### src/rtl/core_pkg.sv
`default_nettype none
// ============================================================================
//  Module      : core_pkg
//  Description : Shared core types and helpers: result widths, the CDB result
//                record and ROB-relative age arithmetic.
//  Revision    : 1.0 - initial release
// ============================================================================
package core_pkg;

   localparam int TAG_W  = 8;
   localparam int DATA_W = 32;
   localparam int ROB_W  = 7;

   typedef struct packed {
      logic [TAG_W-1:0]  tag;
      logic [DATA_W-1:0] data;
      logic [ROB_W-1:0]  rob_tag;
   } cdb_result_t;

   // Distance of a ROB entry from the current ROB head; larger means younger.
   function automatic logic [ROB_W-1:0] rob_age(input logic [ROB_W-1:0] tag,
                                                input logic [ROB_W-1:0] head);
      return tag - head;
   endfunction

endpackage
`default_nettype wire

### src/rtl/rob_age_cmp.sv
`default_nettype none
// ============================================================================
//  Module      : rob_age_cmp
//  Description : Combinational ROB-age comparator; o_younger is set when i_a
//                is strictly younger than i_b relative to the ROB head.
//  Revision    : 1.0 - initial release
// ============================================================================
module rob_age_cmp #(
   parameter int ROB_W = core_pkg::ROB_W
) (
   input  logic [ROB_W-1:0] i_a,
   input  logic [ROB_W-1:0] i_b,
   input  logic [ROB_W-1:0] i_head,
   output logic             o_younger
);

   logic [ROB_W-1:0] w_age_a;
   logic [ROB_W-1:0] w_age_b;

   // Ages wrap modulo the ROB size, so subtract the head before comparing.
   always_comb begin
      w_age_a   = i_a - i_head;
      w_age_b   = i_b - i_head;
      o_younger = (w_age_a > w_age_b);
   end

endmodule
`default_nettype wire

### src/rtl/fu_result_queue.sv
`default_nettype none
// ============================================================================
//  Module      : fu_result_queue
//  Description : Per-functional-unit result buffer feeding the CDB arbiter.
//                Circular buffer with live bits supporting full flush and
//                selective squash of entries younger than a branch.
//  Revision    : 1.0 - initial release
// ============================================================================
module fu_result_queue #(
   parameter int DEPTH     = 4,
   parameter int TAG_W     = core_pkg::TAG_W,
   parameter int DATA_W    = core_pkg::DATA_W,
   parameter int ROB_W     = core_pkg::ROB_W,
   parameter int AFULL_LVL = DEPTH - 1
) (
   input  logic                     clk,
   input  logic                     reset,
   input  logic                     in_valid,
   output logic                     in_ready,
   input  logic [TAG_W-1:0]         in_tag,
   input  logic [DATA_W-1:0]        in_data,
   input  logic [ROB_W-1:0]         in_rob_tag,
   output logic                     out_valid,
   output logic [TAG_W-1:0]         out_tag,
   output logic [DATA_W-1:0]        out_data,
   output logic [ROB_W-1:0]         out_rob_tag,
   input  logic                     out_grant,
   input  logic                     flush_all,
   input  logic                     squash_valid,
   input  logic [ROB_W-1:0]         squash_rob_tag,
   input  logic [ROB_W-1:0]         rob_head,
   output logic [$clog2(DEPTH):0]   count,
   output logic                     almost_full
);

   localparam int                 c_ptr_w = $clog2(DEPTH);
   localparam int                 c_cnt_w = c_ptr_w + 1;
   localparam logic [c_cnt_w-1:0] c_full  = c_cnt_w'(DEPTH);
   localparam logic [c_cnt_w-1:0] c_afull = c_cnt_w'(AFULL_LVL);

   logic [TAG_W-1:0]   r_tag  [DEPTH];
   logic [DATA_W-1:0]  r_data [DEPTH];
   logic [ROB_W-1:0]   r_rob  [DEPTH];
   logic [DEPTH-1:0]   r_live;
   logic [c_ptr_w-1:0] r_rd_ptr;
   logic [c_ptr_w-1:0] r_wr_ptr;
   logic [c_cnt_w-1:0] r_count;

   logic               w_nonempty;
   logic               w_head_live;
   logic               w_out_valid;
   logic               w_push;
   logic               w_pop;
   logic               w_push_dead;
   logic               w_in_younger;
   logic [DEPTH-1:0]   w_younger;

   assign w_nonempty  = (r_count != '0);
   assign w_head_live = r_live[r_rd_ptr];
   assign w_out_valid = w_nonempty && w_head_live;
   // A full queue refuses input even when the head is granted this cycle.
   assign in_ready    = (r_count < c_full);
   assign w_push      = in_valid && in_ready && !flush_all;
   // A dead head drains on its own; a live head leaves only when granted.
   assign w_pop       = w_nonempty && (!w_head_live || out_grant);
   assign w_push_dead = squash_valid && w_in_younger;

   assign out_valid   = w_out_valid;
   assign out_tag     = w_out_valid ? r_tag[r_rd_ptr]  : '0;
   assign out_data    = w_out_valid ? r_data[r_rd_ptr] : '0;
   assign out_rob_tag = w_out_valid ? r_rob[r_rd_ptr]  : '0;
   assign count       = r_count;
   assign almost_full = (r_count >= c_afull);

   // One age comparator per stored entry against the mispredicted branch.
   generate
      for (genvar i = 0; i < DEPTH; i++) begin : g_age_cmp
         rob_age_cmp #(.ROB_W(ROB_W)) u_cmp (
            .i_a       (r_rob[i]),
            .i_b       (squash_rob_tag),
            .i_head    (rob_head),
            .o_younger (w_younger[i])
         );
      end
   endgenerate

   // Incoming result is checked too, so a younger push lands already dead.
   rob_age_cmp #(.ROB_W(ROB_W)) u_in_cmp (
      .i_a       (in_rob_tag),
      .i_b       (squash_rob_tag),
      .i_head    (rob_head),
      .o_younger (w_in_younger)
   );

   // Pointer and occupancy tracking; flush returns everything to empty.
   always_ff @(posedge clk or posedge reset) begin
      if (reset) begin
         r_rd_ptr <= '0;
         r_wr_ptr <= '0;
         r_count  <= '0;
      end else if (flush_all) begin
         r_rd_ptr <= '0;
         r_wr_ptr <= '0;
         r_count  <= '0;
      end else begin
         if (w_push) r_wr_ptr <= r_wr_ptr + 1'b1;
         if (w_pop)  r_rd_ptr <= r_rd_ptr + 1'b1;
         unique case ({w_push, w_pop})
            2'b10:   r_count <= r_count + 1'b1;
            2'b01:   r_count <= r_count - 1'b1;
            default: r_count <= r_count;
         endcase
      end
   end

   // Live bits: squash kills younger entries, pop retires, push installs.
   always_ff @(posedge clk or posedge reset) begin
      if (reset) begin
         r_live <= '0;
      end else if (flush_all) begin
         r_live <= '0;
      end else begin
         for (int i = 0; i < DEPTH; i++) begin
            if (squash_valid && w_younger[i]) r_live[i] <= 1'b0;
         end
         if (w_pop)  r_live[r_rd_ptr] <= 1'b0;
         if (w_push) r_live[r_wr_ptr] <= !w_push_dead;
      end
   end

   // Payload storage; contents are meaningful only while the live bit is set.
   always_ff @(posedge clk) begin
      if (w_push) begin
         r_tag[r_wr_ptr]  <= in_tag;
         r_data[r_wr_ptr] <= in_data;
         r_rob[r_wr_ptr]  <= in_rob_tag;
      end
   end

`ifndef SYNTHESIS
   a_count_max: assert property (@(posedge clk) disable iff (reset)
      r_count <= c_full);
   a_no_push_full: assert property (@(posedge clk) disable iff (reset)
      w_push |-> (r_count != c_full));
`endif

endmodule
`default_nettype wire

### config.mk
export PLATFORM = sky130hd
export DESIGN_NAME = fu_result_queue
export DESIGN_NICKNAME = d
export VERILOG_FILES = /design/src/rtl/core_pkg.sv /design/src/rtl/rob_age_cmp.sv /design/src/rtl/fu_result_queue.sv
export SDC_FILE = /design/constraint.sdc
export NUM_CORES = 1
export LEC_CHECK = 0
export ABC_AREA = 1
export BUFFER_PORTS_ARGS = -buffer_cell sky130_fd_sc_hd__buf_2
export CAP_MARGIN = 20
export CORE_UTILIZATION = 38
export DETAILED_ROUTE_END_ITERATION = 12
export PLACE_DENSITY = 0.56
export RECOVER_POWER = 100
export SLEW_MARGIN = 20
export SYNTH_ARGS = -nofsm -noshare
export SYNTH_HDL_FRONTEND = slang
export SYNTH_SLANG_ARGS = --single-unit
### constraint.sdc
create_clock -name clk -period 3.13 [get_ports clk]
set_input_delay 0.313 -clock clk [delete_from_list [all_inputs] [get_ports clk]]
set_output_delay 0.313 -clock clk [all_outputs]
set_load 0.02 [all_outputs]
==> out/metrics.yaml <==
power:
  peakVddDrop_uv: 386.9
  pwr-share-seq_pct: 37.5
  power_density_mw_per_mm2: 710.4
  combinationalPowerShare_pct: 35.2
  p_int_uw: 5093
  switching_share_pct: 39.14
  p_sw_uw: 3275
  p_leak_uw: 0.004637
  clkPwrFrac_pct: 27.3
logic_synthesis:
  yosys_warnings: 0
  syn-num-nets: 1157
  postSynthAreaPerCell_sq_um: 10.09
  synth_mux_area_share_pct: 0
  synth_cell_types: 32
  synth_compound_area_share_pct: 10.18
  synthCells: 1014
  synth_seq_cells: 199
  synthSimpleGateAreaFrac_pct: 15.84
  synth_top_family_by_area: "simple AND/OR/NAND/NOR gates"
  syn_area_sq_mm: 0.01023
  synthAdderAreaFrac_pct: 9.804
  ys_seq_area_share_pct: 57.85
  synth_xor_area_share_pct: 2.384
worst_setup_path:
  startpoint_type: "register"
  cp_data_required_time_ns: 2.82
  crit_cells: 6
  cpMostUsedCell: "nand3_1"
  worstPathMaxFanout: 26
  slowest_stage: "inv_1"
  crit_arrival_ns: 2.39
  crit_family: "buffers and inverters"
  worst_r2r_endpoint: "r_live[1]"
  path_buf_inv: 3
  r2r_slack_ns: 0.43
  rr_startpoint: "r_rob[1][0]"
  slowest_delay_ns: 0.46
  reg2reg_depth: 17
  path_class: "register to primary output"
  endpoint_kind: "primary output"
  path_cells: "inv_1, nand3_1, nand3_1, buf_4, a21oi_1, clkbuf_1"
die:
  die_area_sq_mm: 0.02759
  die_y_microns: 166.1
  die_x_microns: 166.1
  rows: 59
  ios: 120
  core_region_area_sq_mm: 0.02621
  start_util_pct: 39.05
detailed_routing:
  postRouteAntennaNets: 0
  wire_per_inst_microns: 16.42
  drt_first_pass_iters: 10
  drc: 5
  drt_iter0_drc: 463
  drt_wl_total_microns: 24320
  dr_total_vias: 7377
  via_per_inst: 4.981
global_routing:
  grt_pass1_wl_microns: 38630
  antenna_found_initial: 0
  grt_overflow_total: 0
  grt_pass1_vias: 7395
  grt_start_max_net_pins: 99
  grt_usage_pct: 18.11
cells_and_area:
  syn_to_final_growth_pct: 15.09
  fin_util_pct: 44.95
  drive_above_1_share_pct: 7.243
  nets: 1276
  postLayoutCellArea_sq_mm: 0.01178
  num_antenna_cells: 0
timing:
  hold_viol: 0
  period_needed_ns: 2.701
  slew_headroom_pct: 11.64
  tightest_slew_ns: 1.325
  finalCritPeriodShare_pct: 86.28
  holdWs_ns: 0.1228
  rsz0062_at_grt: "false"
  setup_viol: 0
  drv_slew: 0
  finalSetupTns_ns: 0
  max_freq_mhz: 370.3
  finClkSkew_ns: 0.01243
worst_hold_path:
  min_path_cells: 1
  hold_path.startpoint: "in_data[10]"
  hold_path_end: "r_data[2][10]"
  hp-class: "input pin to register"
clock_tree:
  post_cts_resized: 0
  htreeDepth: 4
  cts_max_path_buffers: 2
  worstSkewPairLatency_ns: 0.43
  cts_sinks: 199
  cts-root-buf: "clkbuf_16"
  cts.reportedPaths.clkPinSlew_ns: 0.09
  cts_tree: "yes"
  cts_buffers: 17
run_status:
  violations: "design-rule violations"
  outcome: "finished with violations"
placement:
  postPlaceCellArea_sq_mm: 0.01128
  port_buffers: 119
  gp_congestion: 0.8302
  dpl.hpwl_microns: 16020
run:
  maxCapViolations: 0
-- logic make-up (layout without fill, tap and decap cells) --
| kind of cell | count (synthesis) | after routing |
|---|---|---|
| simple gates | 400 | 400 |
| compound gates | 205 | 205 |
| flops | 199 | 199 |
| buf+inv | 107 | 239 |
| fa+ha+maj | 76 | 76 |
| xor+xnor | 27 | 27 |
-- Yosys cell counts --
cell type,number,area (sq um)
nand2_1,142,533.0
or2_2,2,12.51
a31oi_1,2,12.51
nor2_1,198,743.2
clkbuf_1,24,90.09
o21bai_1,1,7.510
xor2_1,21,183.9
nand2_2,4,25.02
a21o_1,2,15.01
inv_1,69,259.0
o22ai_1,1,6.260
xnor2_1,5,43.79
nand3_1,34,170.2
edfxtp_1,188,5645
buf_2,1,5.000
o31ai_1,1,7.510
ha_1,69,863.3
xor2_2,1,16.27
dfrtp_1,11,275.3
buf_1,12,45.04
a21boi_0,1,7.510
a21oi_1,84,420.4
nor3_1,1,5.000
fa_1,7,140.1
o21ai_1,1,5.000
nand3b_1,8,60.06
and2_0,1,6.260
nand4_1,8,50.05
inv_2,1,3.750
and2_1,1,6.260
o21ai_0,112,560.5
nand3_2,1,10.01
-- sequential cells by signal, summed over array words and instances, names as in the netlist --
name / count
r_tag: 32
r_data: 128
r_rob: 28
count: 3
r_wr_ptr: 2
r_live: 4
r_rd_ptr: 2
-- cells in the final DEF, fill, tap and decap left out, types with 4 or more instances in the layout --
master / instances
nand3b_1: 8
ha_1: 69
dfrtp_1: 9
clkbuf_1: 96
a21oi_1: 84
edfxtp_1: 188
nor2_1: 198
nand3_1: 34
clkinv_8: 5
xnor2_1: 5
buf_2: 25
nand2_1: 142
nand4_1: 8
xor2_1: 21
fa_1: 7
o21ai_0: 113
clkbuf_16: 17
nand2_2: 4
buf_4: 10
inv_1: 67
-- area by class of cell --
type,count,area (sq um)
tap,335,419.2
multi-input combinational,708,3911
clock inverter,15,221.5
timing repair buffer,137,613.1
clock buffer,17,425.4
inverter,70,262.8
fill,2530,14430
sequential,199,5926
-- stage by stage --
| stage | setup slack [ns] | power (uW) | std cells |
|---|---|---|---|
| 6_report | 0.4294 | 8368 | 1481 |
| 4_1_cts | 0.4424 | 8532 | 1481 |
| 2_1_floorplan | 0.4305 | 5265 | 1014 |
| 3_3_place_gp | 0.1523 | 6213 | 1448 |
| 5_1_grt | 0.1306 | 8960 | 1481 |
| 3_5_place_dp | 0.1353 | 6241 | 1448 |
-- power by group through the flow --
stage	clock, uW	combinational, uW	sequential (uW)
6_report	2280	2950	3140
2_1_floorplan	0	2060	3200
3_3_place_gp	0	3020	3200
5_1_grt	2450	3360	3150
4_1_cts	2330	3060	3140
3_5_place_dp	0	3040	3200
-- per-layer routing --
metal,wire (microns),track usage (%),up-vias,part of all wire (%)
li1,-,-,3724,-
met1,11310,23.61,3524,46
met4,206,4.185,0,0.85
met2,11650,30.60,116,48
met3,1156,4.147,13,4.8
met5,0,0,-,0
-- repair_timing --
action                                 in CTS  in global routing
endpoints found under the hold margin      11                  0
setup endpoints to repair                   0                  0
buffers inserted                            0                  0
hold buffers                                1                  0
-- how the worst max path moves through the flow --
stage	from	to
after floorplan	rob_head[1]	r_live[0]
after global placement	rob_head[0]	r_live[1]
after detailed placement	rob_head[0]	r_live[2]
after CTS	r_rob[1][0]	r_live[1]
after global routing	r_rob[1][0]	r_live[1]
final	r_rd_ptr[1]	out_data[12]
No activity file was read; power rests on OpenSTA's default activity.
